File: src/rtl/bcd_digit_scanner.sv
// Binary-to-BCD display scanner: a sequential double-dabble converter feeds a
// display register, which is scanned one digit per tick onto a 7-segment
// driver interface with optional leading-zero blanking.

// Single-nibble add-3 correction applied before each double-dabble shift.
module bcd_add3 (
    input  logic [3:0] nib_i,
    output logic [3:0] nib_o
);
    // Nibbles of 5 or more would carry past 9 after doubling, so pre-bias by 3
    always_comb nib_o = (nib_i >= 4'd5) ? nib_i + 4'd3 : nib_i;
endmodule

module bcd_digit_scanner #(
    parameter int IN_WIDTH      = 12,
    parameter int DIGITS        = 4,
    parameter int CLK_HZ        = 50000000,
    parameter int SCAN_HZ       = 1000,
    parameter int BLANK_LEADING = 1
) (
    input  logic                clk,
    input  logic                rst,
    input  logic [IN_WIDTH-1:0] in_value,
    input  logic                load,
    output logic                busy,
    output logic                overflow,
    output logic [3:0]          digit,
    output logic [DIGITS-1:0]   position,
    output logic                blank
);
    localparam int TICK_DIV = CLK_HZ / SCAN_HZ;
    localparam int TW       = (TICK_DIV > 1) ? $clog2(TICK_DIV) : 1;
    localparam int IW       = (DIGITS > 1) ? $clog2(DIGITS) : 1;
    localparam int ITW      = 6;

    typedef enum logic [1:0] {S_IDLE, S_CONVERT, S_COMMIT} state_t;

    state_t                   state_q, state_d;
    logic [IN_WIDTH-1:0]      bin_q, bin_d;
    logic [DIGITS-1:0][3:0]   bcd_q, bcd_d;
    logic [ITW-1:0]           iter_q, iter_d;
    logic                     ovf_acc_q, ovf_acc_d;
    logic                     busy_q, busy_d;
    logic                     overflow_q, overflow_d;
    logic [DIGITS-1:0][3:0]   disp_q, disp_d;

    logic [TW-1:0]            tick_q, tick_d;
    logic [IW-1:0]            idx_q, idx_d, idx_nx;
    logic [3:0]               digit_q, digit_d;
    logic [DIGITS-1:0]        position_q, position_d;
    logic                     blank_q, blank_d;
    logic                     tick;

    // Corrected BCD accumulator, one add-3 cell per nibble
    logic [4*DIGITS-1:0]      adj;

    for (genvar g = 0; g < DIGITS; g++) begin : g_nib
        bcd_add3 u_add3 (
            .nib_i (bcd_q[g]),
            .nib_o (adj[4*g +: 4])
        );
    end

    // Converter state and display register
    always_ff @(posedge clk or posedge rst) begin
        if (rst) begin
            state_q    <= S_IDLE;
            bin_q      <= '0;
            bcd_q      <= '0;
            iter_q     <= '0;
            ovf_acc_q  <= 1'b0;
            busy_q     <= 1'b0;
            overflow_q <= 1'b0;
            disp_q     <= '0;
        end else begin
            state_q    <= state_d;
            bin_q      <= bin_d;
            bcd_q      <= bcd_d;
            iter_q     <= iter_d;
            ovf_acc_q  <= ovf_acc_d;
            busy_q     <= busy_d;
            overflow_q <= overflow_d;
            disp_q     <= disp_d;
        end
    end

    // Next-state: accept a load, run IN_WIDTH shift-add-3 steps, then commit
    always_comb begin
        state_d    = state_q;
        bin_d      = bin_q;
        bcd_d      = bcd_q;
        iter_d     = iter_q;
        ovf_acc_d  = ovf_acc_q;
        busy_d     = busy_q;
        overflow_d = overflow_q;
        disp_d     = disp_q;
        case (state_q)
            S_IDLE: begin
                if (load) begin
                    bin_d     = in_value;
                    bcd_d     = '0;
                    iter_d    = '0;
                    ovf_acc_d = 1'b0;
                    busy_d    = 1'b1;
                    state_d   = S_CONVERT;
                end
            end
            S_CONVERT: begin
                // A bit leaving the top nibble means the value needs another digit
                bcd_d     = {adj[4*DIGITS-2:0], bin_q[IN_WIDTH-1]};
                bin_d     = bin_q << 1;
                ovf_acc_d = ovf_acc_q | adj[4*DIGITS-1];
                iter_d    = iter_q + ITW'(1);
                if (iter_q == ITW'(IN_WIDTH - 1)) state_d = S_COMMIT;
            end
            S_COMMIT: begin
                if (ovf_acc_q || (bcd_q[DIGITS-1] > 4'd9)) begin
                    disp_d     = {DIGITS{4'd9}};
                    overflow_d = 1'b1;
                end else begin
                    disp_d     = bcd_q;
                    overflow_d = 1'b0;
                end
                busy_d  = 1'b0;
                state_d = S_IDLE;
            end
            default: state_d = S_IDLE;
        endcase
    end

    // Scan counter, index and registered digit outputs
    always_ff @(posedge clk or posedge rst) begin
        if (rst) begin
            tick_q     <= '0;
            idx_q      <= '0;
            digit_q    <= 4'd0;
            position_q <= DIGITS'(1);
            blank_q    <= 1'b0;
        end else begin
            tick_q     <= tick_d;
            idx_q      <= idx_d;
            digit_q    <= digit_d;
            position_q <= position_d;
            blank_q    <= blank_d;
        end
    end

    // On each tick advance the index and latch that digit from the display
    always_comb begin
        tick       = (tick_q == TW'(TICK_DIV - 1));
        tick_d     = tick ? '0 : tick_q + TW'(1);
        idx_nx     = (idx_q == IW'(DIGITS - 1)) ? '0 : idx_q + IW'(1);
        idx_d      = idx_q;
        digit_d    = digit_q;
        position_d = position_q;
        blank_d    = blank_q;
        if (tick) begin
            idx_d      = idx_nx;
            digit_d    = 4'd0;
            position_d = '0;
            for (int j = 0; j < DIGITS; j++) begin
                if (idx_nx == IW'(j)) begin
                    digit_d       = disp_q[j];
                    position_d[j] = 1'b1;
                end
            end
            // Blank when this and every more significant nibble is zero
            blank_d = 1'b0;
            if ((BLANK_LEADING != 0) && (idx_nx != '0)) begin
                blank_d = 1'b1;
                for (int j = 0; j < DIGITS; j++) begin
                    if ((IW'(j) >= idx_nx) && (disp_q[j] != 4'd0)) blank_d = 1'b0;
                end
            end
        end
    end

    assign busy     = busy_q;
    assign overflow = overflow_q;
    assign digit    = digit_q;
    assign position = position_q;
    assign blank    = blank_q;

endmodule

File: config.mk
export PLATFORM = sky130hd
export DESIGN_NAME = bcd_digit_scanner
export DESIGN_NICKNAME = d
export VERILOG_FILES = /design/src/rtl/bcd_digit_scanner.sv
export SDC_FILE = /design/constraint.sdc
export NUM_CORES = 1
export LEC_CHECK = 0
export ABC_AREA = 1
export ABC_CLOCK_PERIOD_IN_PS = 3400
export CAP_MARGIN = 10
export CORE_UTILIZATION = 25
export CTS_BUF_LIST = sky130_fd_sc_hd__clkbuf_16
export DETAILED_ROUTE_END_ITERATION = 6
export PLACE_DENSITY = 0.43
export SLEW_MARGIN = 20
export SYNTH_ARGS = -nofsm -noshare
export SYNTH_HDL_FRONTEND = slang
export SYNTH_SLANG_ARGS = --single-unit
File: constraint.sdc
create_clock -name clk -period 3.4 [get_ports clk]
set_input_delay 1.02 -clock clk [delete_from_list [all_inputs] [get_ports clk]]
set_output_delay 1.02 -clock clk [all_outputs]
set_load 0.02 [all_outputs]
==> metrics <==
number of synthesized register bits=82; vias in the first global route=between 3000 and 4000; nets=600; Critical Path Max Stage Delay=590 ps; hold buffer count at CTS=0; antenna violations before repair=0; grt total ovfl=0; Syn-to-layout area delta=18.0%; Die Y=around 130 µm; core area=0.0166 mm²; number of H-tree levels=3; die area=around 0.018 mm²; post_cts resized=0; Req. time, crit path=2380 ps; CTS tree=built; first drt pass iteration count=4; commonest cells after routing, fill and taps aside=nand2_1 (161), dfrtp_1 (81), nor2_1 (63); final-layout fill cell count=about 1800; post-synthesis cell type count=31; WL/cell=around 12 µm; most common library cell in the layout ignoring fill and taps=nand2_1; Vias=~3400; DRT antenna net count=0; area share of the largest cell type after synthesis=0.476; max_slew headroom=0.487; critical-path cell list=clkdlybuf4s50_1; fmax=between 400 and 500 MHz; Worst EP arrival=about 1500 ps; Final Setup Violations=0; Seq/Total Area, Yosys=0.483; clk_lat worst skew=roughly 340 ps; CTS Buf Count=9; Final GP Congestion=just under 0.8; drt total wl=~9000 µm; VDD IR max=between 200 and 300 µV; post-route setup slack=around 930 ps; GRT Util Overall=0.118; Worst Setup End Kind=output port; Final Max Slew Viols=0; CP Max Fanout=2; fraction of layout cells with a size suffix above 1=0.0787; max_cap viols=0; cell leakage power=2.40 nW; die width=approximately 130 µm; top cells by area, synth=dfrtp_1 (48%), nand2_1 (14%), nor2_1 (5.6%); CTS sink count=slightly above 80; row count=between 40 and 50; Port Buffer Count=25; Cells after Synth=541; top cell type by total area after synthesis=dfrtp_1; WHS=479 ps; Mean Syn Cell Area=a little under 8 µm²; Final min period=2470 ps; Clock Tree Buf Depth=2; CP top delay family=buffers and inverters; Post-CTS Setup Inserts=0; I/O pin cnt=26; worst-margin pin slew=769 ps; Pwr Density=410 mW/mm²; Worst Clk Skew=around 7.7 ps; YS warnings=0; Starting Density=0.257; first-pass GRT wire length=16500 µm; setup_tns=0 ps; Final period util=0.727; dpl hpwl=roughly 6400 µm; CTS clk-pin slew, worst paths=roughly 60 ps; final hold vios=0; crit path max-delay cell type=clkdlybuf4s50_1; Buf/Inv on CP=1; DR iter-0 viols=between 150 and 200; antenna diode instance count=0; Synth Cell Area=between 0.004 and 0.005 mm²; Via density=about 4.3; dpl ws=around 1000 ps; CP Launch Type=flop; critical path class=reg -> out; Hold Path Class=reg -> reg; RSZ-0062 raised after global routing=false; CTS root buf=clkbuf_16; drt drc=0; largest net degree at the start of global routing=a little over 40; outcome=completed; Synthesized Nets=572
[metrics by stage]
step / instance area, µm² / cells / utilization / total power, mW
floorplan: 4250 / 541 / - / 1.10
global placement: 4740 / 778 / 0.286 / 1.14
detailed placement: 4740 / 778 / 0.286 / 1.14
CTS: 5020 / 792 / 0.303 / 2.10
global route: 5020 / 792 / 0.303 / 2.16
finish: 5020 / 792 / 0.303 / 2.06
[per-layer routing]
metal  GRT usage  wire length [µm]  vias to the layer above
met3      0.0322               310                        5
met5           0                 0                        -
met2       0.181              4040                       47
met1       0.161              4710                     1560
met4      0.0383                93                        0
li1            -                 -                     1756
[Yosys cell counts]
cell      count
nand2_1     161
dfrtp_1      81
nor2_1       63
inv_1        60
nand3_1      40
o21ai_0      22
o21ai_1      21
ha_1         16
a21oi_1      11
inv_2        11
xor2_1       10
o22ai_1       8
buf_2         6
buf_6         4
o21ai_2       4
nand2_4       3
a22o_1        2
nand2_2       2
nor2_2        2
nor3_1        2
or2_2         2
a22oi_1       1
clkbuf_1      1
dfstp_2       1
inv_4         1
nand3_4       1
nand4_1       1
nor2_4        1
o21a_1        1
o21bai_1      1
xnor2_1       1
[report_power, final]
part | internal (mW) | total [mW] | switching [mW]
clock network | 0.559 | 0.939 | 0.380
logic | 0.0425 | 0.113 | 0.0706
registers | 0.992 | 1.00 | 0.0114
total | 1.59 | 2.06 | 0.462
[cell type report]
type / instances / area, µm² / share of cell area
Sequential cell: 82 / 2050 / 0.409
Clock inverter: 5 / 57.6 / 0.0115
Clock buffer: 9 / 225 / 0.0449
Inverter: 72 / 274 / 0.0546
Tap cell: 220 / 275 / 0.0548
Multi-Input combinational cell: 376 / 1850 / 0.368
Timing Repair Buffer: 28 / 285 / 0.0568
[cell families after synthesis]
logic type,synth area share
simple gates,0.272
flops,0.483
fa+ha+maj,0.0471
xor+xnor,0.0226
compound gates,0.0929
buf+inv,0.0826
[sequential cells by signal (all words and copies together), names as in the netlist]
signal	count
digit	4
ovf_acc_q	1
idx_q	2
blank	1
state_q	2
bin_q	12
bcd_q	16
position	4
iter_q	6
disp_q	16
overflow	1
tick_q	16
busy	1
[worst paths after layout]
kind / startpoint / cells after the start / slack [ps] / to
worst max-delay path: position[0] / 1 / 930 / position[0]
worst min-delay path: bin_q[1] / 2 / 480 / bin_q[1]
worst max register to register: state_q[0] / 4 / 1760 / disp_q[9]
worst min register to register: bin_q[1] / 2 / 480 / bin_q[1]
max in group asynchronous: rst / 3 / 1600 / position[0]
min in group asynchronous: rst / 2 / 1120 / disp_q[10]
Power figures use the tool's default switching activity.
